===== config.mk =====
export PLATFORM = sky130hd
export DESIGN_NAME = vga_timing_driver_flat
export DESIGN_NICKNAME = d
export VERILOG_FILES = /design/src/rtl/vga_timing_driver_if.sv /design/src/rtl/vga_timing_driver.sv /design/src/flat_wrapper.sv
export SDC_FILE = /design/constraint.sdc
export NUM_CORES = 1
export LEC_CHECK = 0
export ABC_AREA = 1
export BUFFER_PORTS_ARGS = -buffer_cell sky130_fd_sc_hd__buf_2
export CORE_MARGIN = 4
export CORE_UTILIZATION = 24
export CTS_BUF_LIST = sky130_fd_sc_hd__clkbuf_4
export CTS_CLUSTER_DIAMETER = 30
export DETAILED_ROUTE_END_ITERATION = 16
export PLACE_DENSITY_LB_ADDON = 0.08
export SYNTH_ARGS = -nofsm -noshare
export SYNTH_HDL_FRONTEND = slang
export SYNTH_SLANG_ARGS = --single-unit
export TNS_END_PERCENT = 30

===== constraint.sdc =====
create_clock -name clk -period 2 [get_ports clk]
set_input_delay 0.4 -clock clk [delete_from_list [all_inputs] [get_ports clk]]
set_output_delay 0.4 -clock clk [all_outputs]
set_load 0.01 [all_outputs]

===== src/rtl/vga_timing_driver_if.sv =====
// Pixel-coordinate bus shared with the drawing units, plus the VGA DAC pins.
// master = timing driver, slave = video chain / board.
interface vga_timing_driver_if;
  logic [7:0]  RGBIn;
  logic [10:0] pixelX;
  logic [10:0] pixelY;
  logic        startOfFrame;
  logic        VGA_HS;
  logic        VGA_VS;
  logic        VGA_BLANK_N;
  logic        VGA_SYNC_N;
  logic [7:0]  VGA_R;
  logic [7:0]  VGA_G;
  logic [7:0]  VGA_B;

  modport master (
    input  RGBIn,
    output pixelX, pixelY, startOfFrame,
    output VGA_HS, VGA_VS, VGA_BLANK_N, VGA_SYNC_N, VGA_R, VGA_G, VGA_B
  );

  modport slave (
    output RGBIn,
    input  pixelX, pixelY, startOfFrame,
    input  VGA_HS, VGA_VS, VGA_BLANK_N, VGA_SYNC_N, VGA_R, VGA_G, VGA_B
  );
endinterface


===== src/rtl/vga_timing_driver.sv =====
// VGA raster timing: publishes pixel coordinates, delays sync/blank to meet the
// pipelined RGB stream, and expands 3:3:2 colour to 8:8:8 for the DAC.
module vga_timing_driver #(
  parameter int H_VISIBLE  = 640,
  parameter int H_FRONT    = 16,
  parameter int H_SYNC     = 96,
  parameter int H_BACK     = 48,
  parameter int V_VISIBLE  = 480,
  parameter int V_FRONT    = 10,
  parameter int V_SYNC     = 2,
  parameter int V_BACK     = 33,
  parameter int PIPE_DELAY = 2
) (
  input  logic                clk,
  input  logic                resetN,
  vga_timing_driver_if.master vga
);
  localparam int H_TOTAL = H_VISIBLE + H_FRONT + H_SYNC + H_BACK;
  localparam int V_TOTAL = V_VISIBLE + V_FRONT + V_SYNC + V_BACK;

  localparam logic [10:0] H_LAST = 11'(H_TOTAL - 1);
  localparam logic [10:0] V_LAST = 11'(V_TOTAL - 1);
  localparam logic [10:0] H_VIS  = 11'(H_VISIBLE);
  localparam logic [10:0] V_VIS  = 11'(V_VISIBLE);
  localparam logic [10:0] HS_BEG = 11'(H_VISIBLE + H_FRONT);
  localparam logic [10:0] HS_END = 11'(H_VISIBLE + H_FRONT + H_SYNC);
  localparam logic [10:0] VS_BEG = 11'(V_VISIBLE + V_FRONT);
  localparam logic [10:0] VS_END = 11'(V_VISIBLE + V_FRONT + V_SYNC);

  // {visible, hs_n, vs_n}: blanked with both syncs inactive
  localparam logic [2:0] DEC_IDLE = 3'b011;

  logic [10:0] hCnt_q, hCnt_d, vCnt_q, vCnt_d;
  logic [10:0] pixelX_q, pixelY_q;
  logic        sof_q;
  logic [2:0]  dec_q, dec_d, dly;

  always_comb begin
    hCnt_d = hCnt_q + 11'd1;
    vCnt_d = vCnt_q;
    if (hCnt_q == H_LAST) begin
      hCnt_d = '0;
      vCnt_d = (vCnt_q == V_LAST) ? '0 : vCnt_q + 11'd1;
    end
  end

  // Decode is registered next to pixelX/Y so the reset coordinate never
  // leaks into the delay line as a visible pixel.
  always_comb begin
    dec_d[2] = (hCnt_q < H_VIS) && (vCnt_q < V_VIS);
    dec_d[1] = !((hCnt_q >= HS_BEG) && (hCnt_q < HS_END));
    dec_d[0] = !((vCnt_q >= VS_BEG) && (vCnt_q < VS_END));
  end

  always_ff @(posedge clk or negedge resetN) begin
    if (!resetN) begin
      hCnt_q   <= '0;
      vCnt_q   <= '0;
      pixelX_q <= '0;
      pixelY_q <= '0;
      sof_q    <= 1'b0;
      dec_q    <= DEC_IDLE;
    end else begin
      hCnt_q   <= hCnt_d;
      vCnt_q   <= vCnt_d;
      pixelX_q <= hCnt_q;
      pixelY_q <= vCnt_q;
      sof_q    <= (hCnt_q == '0) && (vCnt_q == '0);
      dec_q    <= dec_d;
    end
  end

  generate
    if (PIPE_DELAY == 0) begin : g_nodly
      assign dly = dec_q;
    end else begin : g_dly
      logic [PIPE_DELAY-1:0][2:0] pipe_q;
      always_ff @(posedge clk or negedge resetN) begin
        if (!resetN) begin
          pipe_q <= {PIPE_DELAY{DEC_IDLE}};
        end else begin
          pipe_q[0] <= dec_q;
          for (int i = 1; i < PIPE_DELAY; i++) pipe_q[i] <= pipe_q[i-1];
        end
      end
      assign dly = pipe_q[PIPE_DELAY-1];
    end
  endgenerate

  logic       blank_q, blank_d, hs_q, hs_d, vs_q, vs_d;
  logic [7:0] r_q, r_d, g_q, g_d, b_q, b_d;

  // Bit replication gives full-scale expansion: max code -> 0xFF.
  always_comb begin
    blank_d = dly[2];
    hs_d    = dly[1];
    vs_d    = dly[0];
    r_d     = '0;
    g_d     = '0;
    b_d     = '0;
    if (dly[2]) begin
      r_d = {vga.RGBIn[7:5], vga.RGBIn[7:5], vga.RGBIn[7:6]};
      g_d = {vga.RGBIn[4:2], vga.RGBIn[4:2], vga.RGBIn[4:3]};
      b_d = {4{vga.RGBIn[1:0]}};
    end
  end

  always_ff @(posedge clk or negedge resetN) begin
    if (!resetN) begin
      blank_q <= 1'b0;
      hs_q    <= 1'b1;
      vs_q    <= 1'b1;
      r_q     <= '0;
      g_q     <= '0;
      b_q     <= '0;
    end else begin
      blank_q <= blank_d;
      hs_q    <= hs_d;
      vs_q    <= vs_d;
      r_q     <= r_d;
      g_q     <= g_d;
      b_q     <= b_d;
    end
  end

  assign vga.pixelX       = pixelX_q;
  assign vga.pixelY       = pixelY_q;
  assign vga.startOfFrame = sof_q;
  assign vga.VGA_HS       = hs_q;
  assign vga.VGA_VS       = vs_q;
  assign vga.VGA_BLANK_N  = blank_q;
  assign vga.VGA_SYNC_N   = 1'b0;
  assign vga.VGA_R        = r_q;
  assign vga.VGA_G        = g_q;
  assign vga.VGA_B        = b_q;
endmodule

===== src/flat_wrapper.sv =====
// flat-port wrapper written by rule: the top's interface ports become plain ports
module vga_timing_driver_flat 
#(
  parameter int H_VISIBLE  = 640,
  parameter int H_FRONT    = 16,
  parameter int H_SYNC     = 96,
  parameter int H_BACK     = 48,
  parameter int V_VISIBLE  = 480,
  parameter int V_FRONT    = 10,
  parameter int V_SYNC     = 2,
  parameter int V_BACK     = 33,
  parameter int PIPE_DELAY = 2
)
  (clk, resetN, vga_RGBIn, vga_pixelX, vga_pixelY, vga_startOfFrame, vga_VGA_HS, vga_VGA_VS, vga_VGA_BLANK_N, vga_VGA_SYNC_N, vga_VGA_R, vga_VGA_G, vga_VGA_B);
  vga_timing_driver_if vga_i ();
  input  logic clk;
  input  logic resetN;
  input wire logic [$bits(vga_i.RGBIn)-1:0] vga_RGBIn;
  output wire logic [$bits(vga_i.pixelX)-1:0] vga_pixelX;
  output wire logic [$bits(vga_i.pixelY)-1:0] vga_pixelY;
  output wire logic [$bits(vga_i.startOfFrame)-1:0] vga_startOfFrame;
  output wire logic [$bits(vga_i.VGA_HS)-1:0] vga_VGA_HS;
  output wire logic [$bits(vga_i.VGA_VS)-1:0] vga_VGA_VS;
  output wire logic [$bits(vga_i.VGA_BLANK_N)-1:0] vga_VGA_BLANK_N;
  output wire logic [$bits(vga_i.VGA_SYNC_N)-1:0] vga_VGA_SYNC_N;
  output wire logic [$bits(vga_i.VGA_R)-1:0] vga_VGA_R;
  output wire logic [$bits(vga_i.VGA_G)-1:0] vga_VGA_G;
  output wire logic [$bits(vga_i.VGA_B)-1:0] vga_VGA_B;
  assign vga_i.RGBIn = vga_RGBIn;
  assign vga_pixelX = vga_i.pixelX;
  assign vga_pixelY = vga_i.pixelY;
  assign vga_startOfFrame = vga_i.startOfFrame;
  assign vga_VGA_HS = vga_i.VGA_HS;
  assign vga_VGA_VS = vga_i.VGA_VS;
  assign vga_VGA_BLANK_N = vga_i.VGA_BLANK_N;
  assign vga_VGA_SYNC_N = vga_i.VGA_SYNC_N;
  assign vga_VGA_R = vga_i.VGA_R;
  assign vga_VGA_G = vga_i.VGA_G;
  assign vga_VGA_B = vga_i.VGA_B;
  vga_timing_driver #(.H_VISIBLE(H_VISIBLE), .H_FRONT(H_FRONT), .H_SYNC(H_SYNC), .H_BACK(H_BACK), .V_VISIBLE(V_VISIBLE), .V_FRONT(V_FRONT), .V_SYNC(V_SYNC), .V_BACK(V_BACK), .PIPE_DELAY(PIPE_DELAY)) u_core (.clk(clk), .resetN(resetN), .vga(vga_i));
endmodule

==> flow_summary_export.csv, run 1 <==
group,metric,value,unit
floorplanning,rows,38,
global_routing,overflow,0,
clock_network,cts_tree,"done",
cells_and_area,syn2layout_area_growth,18.6,%
yosys,syn_avg_cell_area,10.1,um^2
cells_and_area,final_cell_mix,"buf_2 (59), dfrtp_1 (57), nand2_1 (49)",
detailed_routing,drt_iter0_markers,102,
global_routing,grt_pass1_vias,1757,
clock_network,htree_levels,3,
power,switching_share,0.251,
worst_hold_path,hold-path-endpoint,"u_core.vga.VGA_G[5]$_DFF_PN0_",
detailed_routing,wire_per_inst,12.0,um
worst_setup_path,rr_endpoint,"u_core.vCnt_q[8]$_DFFE_PN0N_",
clock_network,cts_inserted_buffers,9,
floorplanning,pin_count,61,
global_routing,antenna_found_initial,0,
worst_setup_path,r2r_start,"u_core.hCnt_q[0]$_DFF_PN0_",
sta,fin_setup_tns,0,ns
worst_setup_path,reg2reg_depth,6,
placed_design,portBuffers,59,
cells_and_area,layout.nets,329,
worst_setup_path,worstSetupStartpoint,"u_core.hCnt_q[0]$_DFF_PN0_",
worst_hold_path,hold_class,"primary input to flop",
worst_hold_path,hold_depth,3,
sta,final_max_slew_viol_count,0,
floorplanning,initial_core_util,0.244,
clock_network,postCtsSetupBuffers,0,
detailed_routing,ant_nets,0,
worst_setup_path,r2r_slack,0.39,ns
cells_and_area,antenna_cells,0,
clock_network,clkLatencyLatePin,0.42,ns
yosys,synth_cell_type_count,26,
yosys,yosysWarningCount,0,
power,p_per_area,741,nW/um^2
clock_network,clk_pin_slew,0.13,ns
clock_network,clockRootBuffer,"clkbuf_4",
global_routing,gr-usage-all-layers,0.0921,
worst_setup_path,cp-end-kind,"flop",
power,seqPwrFrac,0.570,
sta,finalClockSkew,0.0212,ns
global_routing,grt_max_degree,66,
sta,fin_crit_sh,0.805,
yosys,ys_ff_latch,65,
floorplanning,dieWidth,113,um
worst_setup_path,path_max_fanout,9,
power,internal_power,1.75,mW
sta,setup_violations,0,
yosys,synth_cells,263,
global_routing,grt_pass1_wl,9120,um
cells_and_area,fillers,1153,
floorplanning,core,10800,um^2
yosys,syn_area,2650,um^2
floorplanning,die_y,113,um
power,ir_worst_vdd,0.000360,V
clock_network,cts_resized,0,
detailed_routing,first_pass_iters,4,
sta,fin_crit,1.61,ns
sta,fmax,0.621,GHz
clock_network,cts_buffer_depth,2,
clock_network,hold_buffers,1,
run_status,status,"completed",
placed_design,place_hpwl,3800,um
worst_setup_path,cp_data_arrival_time,1.93,ns
worst_setup_path,cp-start-kind,"flop",
placed_design,gp_congestion,0.813,
power,combPwrFrac,0.036,
detailed_routing,vias_per_cell,3.89,
sta,rsz0062_at_grt,"no",
clock_network,cts.sinks,65,
power,p_sw,584,uW
cells_and_area,utilization,0.290,
yosys,synth-seq-area-share,0.618,
cells_and_area,final_common_cell,"buf_2",
detailed_routing,drc,0,
power,p_leak,1.67,nW
floorplanning,dieArea,12800,um^2
detailed_routing,wirelength,5510,um
cells_and_area,layout-drive-gt1-share,0.284,
worst_setup_path,critical_path_class,"flop to flop",
power,p_clk_frac,0.394,
detailed_routing,route.vias.total,1788,
sta,final_hold_viol_count,0,
flow_run,drv_cap,0,
worst_setup_path,crit_required,2.33,ns
worst_hold_path,holdCritStartpoint,"vga_RGBIn[2]",
yosys,synth_nets,277,
-- cell usage after synthesis --
cell type / count / area, um^2
nand3_2: 1 / 10.0
o21ai_2: 2 / 17.5
xnor2_1: 1 / 8.76
nand2_1: 49 / 184
inv_2: 2 / 7.51
nor2_1: 31 / 116
o21ai_0: 6 / 30.0
nor3_1: 5 / 25.0
inv_1: 36 / 135
buf_6: 2 / 22.5
dfstp_2: 8 / 210
xor2_1: 8 / 70.1
o21ai_1: 1 / 5.00
conb_1: 1 / 3.75
buf_2: 1 / 5.00
nand3_4: 1 / 17.5
nand3_1: 15 / 75.1
clkbuf_1: 1 / 3.75
nand4_1: 6 / 37.5
nand3b_1: 3 / 22.5
buf_4: 17 / 128
a21oi_1: 2 / 10.0
ha_1: 4 / 50.1
dfrtp_1: 57 / 1430
nor3_4: 1 / 16.3
nor4_1: 2 / 12.5
-- worst max-delay path, stage by stage (launching register included) --
cell and delay (ns):
dfrtp_1 0.43, ha_1 0.25, nand3_4 0.13, nor3_4 0.35
buf_4 0.23, nand3_1 0.07, o21ai_0 0.08
-- metrics by stage --
stage / instance area [um^2] / cells / hold slack [ns] / power [mW] / worst slack [ns]
after floorplan: 2650 / 263 / 0.104 / 1.40 / 0.573
after global routing: 3140 / 460 / 0.144 / 2.45 / 0.264
after detailed placement: 2990 / 443 / 0.335 / 1.44 / 0.364
final: 3140 / 460 / 0.161 / 2.33 / 0.391
after CTS: 3140 / 460 / 0.126 / 2.39 / 0.347
after global placement: 2990 / 443 / 0.333 / 1.44 / 0.381
-- flip-flops by register name, summed over array words and instances, names as in the netlist --
register and count:
u_core.hCnt_q 11, u_core.vCnt_q 11, u_core.vga.pixelX 11, u_core.vga.pixelY 11, u_core.dec_q 3, u_core.dly 3
u_core.g_dly.pipe_q 3, u_core.vga.VGA_G 3, u_core.vga.VGA_R 3, u_core.vga.VGA_B 2, u_core.vga.VGA_BLANK_N 1, u_core.vga.VGA_HS 1
u_core.vga.VGA_VS 1, u_core.vga.startOfFrame 1
-- cell families (layout without fill, tap and decap cells) --
kind of cell    count (synthesis)  in the layout  synth area share
simple gates                  114            114             0.195
other cells                     1              1           0.00142
flops                          65             65             0.618
buf+inv                        59            116             0.114
fa+ha+maj                       4              4            0.0189
compound gates                 11             11            0.0236
xor+xnor                        9              9            0.0297
-- power groups by stage --
| stage | clock network [mW] | registers, mW | logic, mW |
|---|---|---|---|
| floorplan | 0 | 1.36 | 0.0404 |
| global placement | 0 | 1.35 | 0.0885 |
| detailed placement | 0 | 1.35 | 0.0867 |
| CTS | 0.969 | 1.33 | 0.0883 |
| global route | 1.02 | 1.33 | 0.0962 |
| finish | 0.918 | 1.33 | 0.0839 |
-- layout make-up --
cell class	instances	area, um^2	area share
Sequential cell	65	1640	0.520
Tap cell	140	175	0.0557
Timing Repair Buffer	62	333	0.106
Clock inverter	7	77.6	0.0247
Clock buffer	9	67.6	0.0215
Multi-Input combinational cell	139	712	0.226
Inverter	38	143	0.0454
-- how the worst max path moves through the flow --
stage                                               to  cells after the start
after floorplan           u_core.vCnt_q[6]$_DFFE_PN0N_                      7
after detailed placement  u_core.vCnt_q[6]$_DFFE_PN0N_                      6
after global routing      u_core.vCnt_q[5]$_DFFE_PN0N_                      6
final                     u_core.vCnt_q[8]$_DFFE_PN0N_                      6
after global placement    u_core.vCnt_q[6]$_DFFE_PN0N_                      6
after CTS                 u_core.vCnt_q[8]$_DFFE_PN0N_                      6
-- layer usage --
layer,GRT usage,wire (um)
met1,0.127,2750
met4,0.0505,137
met2,0.129,2210
met5,0,0
met3,0.0267,411
Note: power is estimated with default switching activity, not from simulation.
==> run 2: changes to the inputs <==
- ABC_AREA: 1 -> 0
- clock period: 2 -> 1.35 ns (I/O delays scaled with it)
==> flow_summary_export.csv, run 2 <==
group,metric,value,unit
run_status,status,"finished, violations left",
run_status,failed_checks,"setup timing",
yosys,synth-edff-count,0,
global_routing,grt_max_degree,66,
detailed_routing,drc,0,
worst_setup_path,path_max_fanout,5,
power,combPwrFrac,0.035,
global_routing,gr-usage-all-layers,0.100,
clock_network,clockRootBuffer,"clkbuf_4",
worst_hold_path,hold_class,"primary input to flop",
detailed_routing,vias_per_cell,4.01,
worst_setup_path,max_stage_delay,0.42,ns
sta,setup_ws,-0.163,ns
yosys,synth_area_leaders,"dfrtp_1 (58%), dfstp_2 (8.5%), buf_4 (5.2%)",
worst_setup_path,cp-end-kind,"flop",
power,seqPwrFrac,0.551,
yosys,async_reset_ff_frac,1.00,
power,p_clk_frac,0.414,
clock_network,htree_levels,3,
detailed_routing,wire_per_inst,13.1,um
sta,rsz0062_at_grt,"yes",
detailed_routing,wirelength,5460,um
yosys,syn_avg_cell_area,13.0,um^2
yosys,synth_top_cell_area_share,0.576,
cells_and_area,layout.nets,294,
placed_design,pre_cts_ws,-0.289,ns
floorplanning,rows,36,
detailed_routing,first_pass_iters,4,
detailed_routing,ant_nets,0,
worst_setup_path,critical_path_class,"flop to flop",
worst_hold_path,hold_depth,2,
cells_and_area,final_cell_mix,"buf_2 (57), dfrtp_1 (56), buf_4 (37)",
worst_setup_path,crit_slowest_cell,"dfrtp_1",
cells_and_area,layout-drive-gt1-share,0.488,
cells_and_area,syn2layout_area_growth,35.6,%
placed_design,portBuffers,59,
flow_run,drv_cap,0,
sta,finalClockSkew,0.0165,ns
sta,setup_violations,17,
cells_and_area,utilization,0.339,
cells_and_area,final_common_cell,"buf_2",
detailed_routing,route.vias.total,1678,
global_routing,grt_pass1_wl,8990,um
sta,fmax,0.661,GHz
sta,fin_crit,1.51,ns
floorplanning,die_y,110,um
yosys,syn_area,2480,um^2
global_routing,overflow,0,
worst_setup_path,cp_data_arrival_time,1.83,ns
power,p_sw,797,uW
floorplanning,initial_core_util,0.250,
placed_design,place_hpwl,3800,um
yosys,synth_common_cells,"dfrtp_1 (57), buf_4 (17), and2_1 (11), nand4_1 (11), nor2_1 (11)",
power,switching_share,0.224,
yosys,synth_cell_type_count,34,
clock_network,cts_buffer_depth,2,
power,p_leak,1.66,nW
clock_network,clkLatencyLatePin,0.42,ns
placed_design,place_area,3090,um^2
yosys,ys_ff_latch,65,
clock_network,cts.sinks,65,
yosys,synth_cells,190,
clock_network,postCtsSetupBuffers,0,
sta,final_max_slew_viol_count,0,
detailed_routing,drt_iter0_markers,66,
power,internal_power,2.77,mW
worst_setup_path,crit_required,1.67,ns
yosys,synth.most_common_cell,"dfrtp_1",
sta,fin_crit_sh,1.12,
yosys,yosysWarningCount,0,
clock_network,cts_inserted_buffers,9,
worst_setup_path,critical_path_buf_inv_count,0,
yosys,synth_nets,204,
power,p_per_area,1060,nW/um^2
global_routing,antenna_found_initial,0,
floorplanning,dieWidth,110,um
clock_network,clk_pin_slew,0.12,ns
worst_setup_path,cp.depth,4,
cells_and_area,design_area,3360,um^2
yosys,synth_top_area_cell,"dfrtp_1",
floorplanning,pin_count,61,
global_routing,grt_pass1_vias,1727,
worst_setup_path,path_cells,"nor4_4 -> and4_4 -> nand3_4 -> mux2_4",
yosys,ys.flop_type,"dfrtp_1",
clock_network,cts_tree,"done",
cells_and_area,antenna_cells,0,
worst_setup_path,crit_family,"simple AND/OR/NAND/NOR gates",
floorplanning,core,9910,um^2
worst_setup_path,reg2reg_depth,4,
worst_setup_path,cp-start-kind,"flop",
placed_design,gp_congestion,0.713,
floorplanning,dieArea,12000,um^2
sta,final_hold_viol_count,0,
yosys,synth-seq-area-share,0.661,
power,ir_worst_vdd,0.000373,V
-- run 2: final cells by class --
| type | instances | area (um^2) |
|---|---|---|
| clock inverter | 6 | 82.6 |
| clock buffer | 10 | 75.1 |
| sequential | 65 | 1640 |
| multi-input combinational | 100 | 743 |
| fill | 1020 | 6550 |
| tap | 133 | 166 |
| inverter | 4 | 15.0 |
| timing repair buffer | 100 | 638 |
-- run 2: cells by family after synthesis --
kind of cell / synth area share
AND/OR/NAND/NOR: 0.157
adder cells (fa/ha/maj): 0.0202
AO/OA/AOI/OAI: 0.0334
XOR/XNOR: 0.0424
other: 0.00151
buffers and inverters: 0.0707
multiplexers: 0.0141
flip-flops: 0.661
-- run 2: worst paths after layout --
check / start / to / slack [ns]
hold / removal: vga_RGBIn[1] / u_core.vga.VGA_B[5]$_DFF_PN0_ / 0.07
setup reg to reg: u_core.hCnt_q[5]$_DFF_PN0_ / u_core.vCnt_q[4]$_DFFE_PN0N_ / -0.16
setup / recovery: u_core.hCnt_q[5]$_DFF_PN0_ / u_core.vCnt_q[4]$_DFFE_PN0N_ / -0.16
hold reg to reg: u_core.g_dly.pipe_q[2]$_DFF_PN0_ / u_core.dly[2]$_DFF_PN0_ / 0.36
min in group asynchronous: resetN / u_core.vCnt_q[0]$_DFFE_PN0N_ / 0.39
max in group asynchronous: resetN / u_core.dly[1]$_DFF_PN1_ / 0.63
-- run 2: what timing repair did --
action	in CTS	in global routing
hold endpoints to repair	57	0
endpoints found under the setup margin	19	21
hold buffers	1	0
resized for setup	10	11
pin swaps	7	3
-- run 2: metrics by stage --
stage	hold WS [ns]	instances	total power [mW]	setup TNS [ns]
global route	0.0269	418	3.75	-3.12
floorplan	-0.0256	190	2.07	-1.18
global placement	0.321	401	2.13	-2.91
CTS	0.0396	418	3.65	-1.99
finish	0.0671	418	3.57	-1.54
detailed placement	0.322	401	2.13	-3.15
-- run 2: routing by layer --
layer / part of all wire / wire [um] / global-route usage / vias up
met2: 0.42 / 2280 / 0.139 / 60
met3: 0.074 / 404 / 0.0352 / 8
met4: 0.014 / 79 / 0.0516 / 0
met1: 0.49 / 2700 / 0.136 / 789
li1: - / - / - / 821
met5: 0 / 0 / 0 / -
-- run 2: power by group through the flow --
stage          clock network [mW]  logic (mW)  registers (mW)
6_report                     1.48       0.123            1.97
5_1_grt                      1.64       0.141            1.97
4_1_cts                      1.55       0.129            1.97
3_5_place_dp                    0       0.127            2.00
3_3_place_gp                    0       0.130            2.00
2_1_floorplan                   0      0.0592            2.01
==> run 3: changes to the inputs <==
- CELL_PAD_IN_SITES_DETAIL_PLACEMENT: not set -> 1
- CELL_PAD_IN_SITES_GLOBAL_PLACEMENT: not set -> 2
==> flow_summary_export.csv, run 3 (same netlist as run 2, synthesis figures left out) <==
group,metric,value,unit
run_status,status,"finished, violations left",
run_status,failed_checks,"setup timing",
worst_setup_path,rr_endpoint,"u_core.vCnt_q[4]$_DFFE_PN0N_",
flow_run,drv_cap,0,
detailed_routing,drc,0,
worst_setup_path,worstSetupStartpoint,"u_core.hCnt_q[5]$_DFF_PN0_",
cells_and_area,antenna_cells,0,
detailed_routing,drt_iter0_markers,43,
worst_setup_path,reg2reg_depth,5,
power,p_sw,782,uW
worst_hold_path,holdCritStartpoint,"vga_RGBIn[2]",
cells_and_area,final_cell_mix,"buf_2 (57), dfrtp_1 (57), buf_4 (46)",
worst_setup_path,crit_slowest_cell,"dfrtp_1",
clock_network,clockRootBuffer,"clkbuf_4",
worst_hold_path,hold_depth,2,
cells_and_area,layout.nets,306,
power,combPwrFrac,0.036,
worst_hold_path,hold_class,"primary input to flop",
cells_and_area,design_area,3460,um^2
worst_setup_path,path_max_fanout,6,
sta,fin_setup_tns,-2.30,ns
floorplanning,dieArea,12000,um^2
placed_design,place_area,3160,um^2
power,switching_share,0.219,
worst_setup_path,critical_path_class,"flop to flop",
detailed_routing,wirelength,6190,um
detailed_routing,wire_per_inst,14.4,um
floorplanning,dieWidth,110,um
sta,fin_crit,1.60,ns
clock_network,clk_pin_slew,0.11,ns
worst_setup_path,path_cells,"nor4_4 -> and4_4 -> buf_6 -> nand3_4 -> mux2_4",
worst_setup_path,cp_data_arrival_time,1.90,ns
cells_and_area,syn2layout_area_growth,39.6,%
global_routing,gr-usage-all-layers,0.117,
clock_network,cts.sinks,65,
placed_design,portBuffers,59,
worst_setup_path,crit_required,1.65,ns
power,internal_power,2.79,mW
global_routing,overflow,0,
sta,fmax,0.625,GHz
clock_network,cts_tree,"done",
power,ir_worst_vdd,0.000374,V
floorplanning,core,9910,um^2
clock_network,htree_levels,3,
worst_setup_path,critical_path_buf_inv_count,1,
worst_setup_path,cp-end-kind,"flop",
detailed_routing,first_pass_iters,4,
floorplanning,rows,36,
sta,setup_violations,14,
detailed_routing,ant_nets,0,
power,power,3.57,mW
power,p_per_area,1030,nW/um^2
cells_and_area,multiInputGateArea,744,um^2
worst_setup_path,crit_family,"simple AND/OR/NAND/NOR gates",
floorplanning,die_y,110,um
power,seqPwrFrac,0.551,
worst_setup_path,r2r_start,"u_core.hCnt_q[5]$_DFF_PN0_",
worst_setup_path,max_stage_delay,0.43,ns
sta,fin_crit_sh,1.18,
worst_hold_path,hold-path-endpoint,"u_core.vga.VGA_G[5]$_DFF_PN0_",
clock_network,clkLatencyLatePin,0.41,ns
clock_network,cts_inserted_buffers,9,
placed_design,gp_congestion,0.709,
power,p_leak,1.71,nW
floorplanning,pin_count,61,
sta,finalClockSkew,0.0127,ns
sta,rsz0062_at_grt,"yes",
sta,setup_ws,-0.249,ns
detailed_routing,route.vias.total,1774,
floorplanning,initial_core_util,0.250,
clock_network,cts_buffer_depth,2,
placed_design,place_hpwl,4500,um
worst_setup_path,cp-start-kind,"flop",
global_routing,grt_pass1_wl,10400,um
sta,final_max_slew_viol_count,0,
cells_and_area,fillers,1121,
cells_and_area,layout-drive-gt1-share,0.505,
global_routing,grt_max_degree,31,
power,p_clk_frac,0.413,
detailed_routing,vias_per_cell,4.13,
global_routing,grt_pass1_vias,1897,
sta,final_hold_viol_count,0,
global_routing,antenna_found_initial,0,
worst_setup_path,r2r_slack,-0.25,ns
worst_setup_path,cp.depth,5,
cells_and_area,seqCellArea,1640,um^2
## run 3: timing repair
| action | CTS | global route |
|---|---|---|
| pin swaps | 5 | 8 |
| hold buffers | 1 | 0 |
| setup buffers | 2 | 1 |
| setup endpoints to repair | 17 | 21 |
| gates cloned | 0 | 0 |
| gates resized for setup | 17 | 7 |
| endpoints found under the hold margin | 39 | 0 |
## run 3: per-layer routing
layer / vias up / share of wire / GRT usage
li1: 838 / - / -
met1: 866 / 0.47 / 0.156
met2: 60 / 0.44 / 0.173
met3: 10 / 0.069 / 0.0358
met4: 0 / 0.019 / 0.0588
met5: - / 0 / 0
## run 3: metrics by stage
step | util | setup WS [ns] | instances | hold slack (ns)
after CTS | 0.344 | -0.291 | 429 | 0.0346
after global routing | 0.349 | -0.335 | 430 | 0.0190
final | 0.349 | -0.249 | 430 | 0.0722
after floorplan | - | -0.221 | 190 | -0.0256
after detailed placement | 0.319 | -0.338 | 410 | 0.151
after global placement | 0.319 | -0.297 | 410 | 0.146
## run 3: power groups by stage
| stage | clock [mW] | combinational, mW | sequential [mW] |
|---|---|---|---|
| 2_1_floorplan | 0 | 0.0592 | 2.01 |
| 3_3_place_gp | 0 | 0.132 | 2.00 |
| 3_5_place_dp | 0 | 0.133 | 2.00 |
| 4_1_cts | 1.56 | 0.136 | 1.97 |
| 5_1_grt | 1.68 | 0.148 | 1.97 |
| 6_report | 1.47 | 0.129 | 1.97 |
## run 3: area by class of cell
cell class              count  area share
well taps                 133      0.0482
repair buffers            112       0.214
inverters                   4     0.00434
multi-input cells         100       0.215
clock buffers              11      0.0239
clock inverters             5      0.0206
flip-flops and latches     65       0.474
## run 3: how the worst max path moves through the flow
stage | endpoint | slack (ns)
global route | u_core.vCnt_q[3]$_DFFE_PN0N_ | -0.33
detailed placement | u_core.vCnt_q[3]$_DFFE_PN0N_ | -0.34
CTS | u_core.vCnt_q[4]$_DFFE_PN0N_ | -0.29
global placement | u_core.vCnt_q[3]$_DFFE_PN0N_ | -0.30
finish | u_core.vCnt_q[4]$_DFFE_PN0N_ | -0.25
floorplan | u_core.vCnt_q[4]$_DFFE_PN0N_ | -0.22
## run 3: worst register-to-register path: stages (launching register included)
cell,delay [ns]
dfrtp_1,0.43
nor4_4,0.31
and4_4,0.27
buf_6,0.13
nand3_4,0.07
mux2_4,0.30
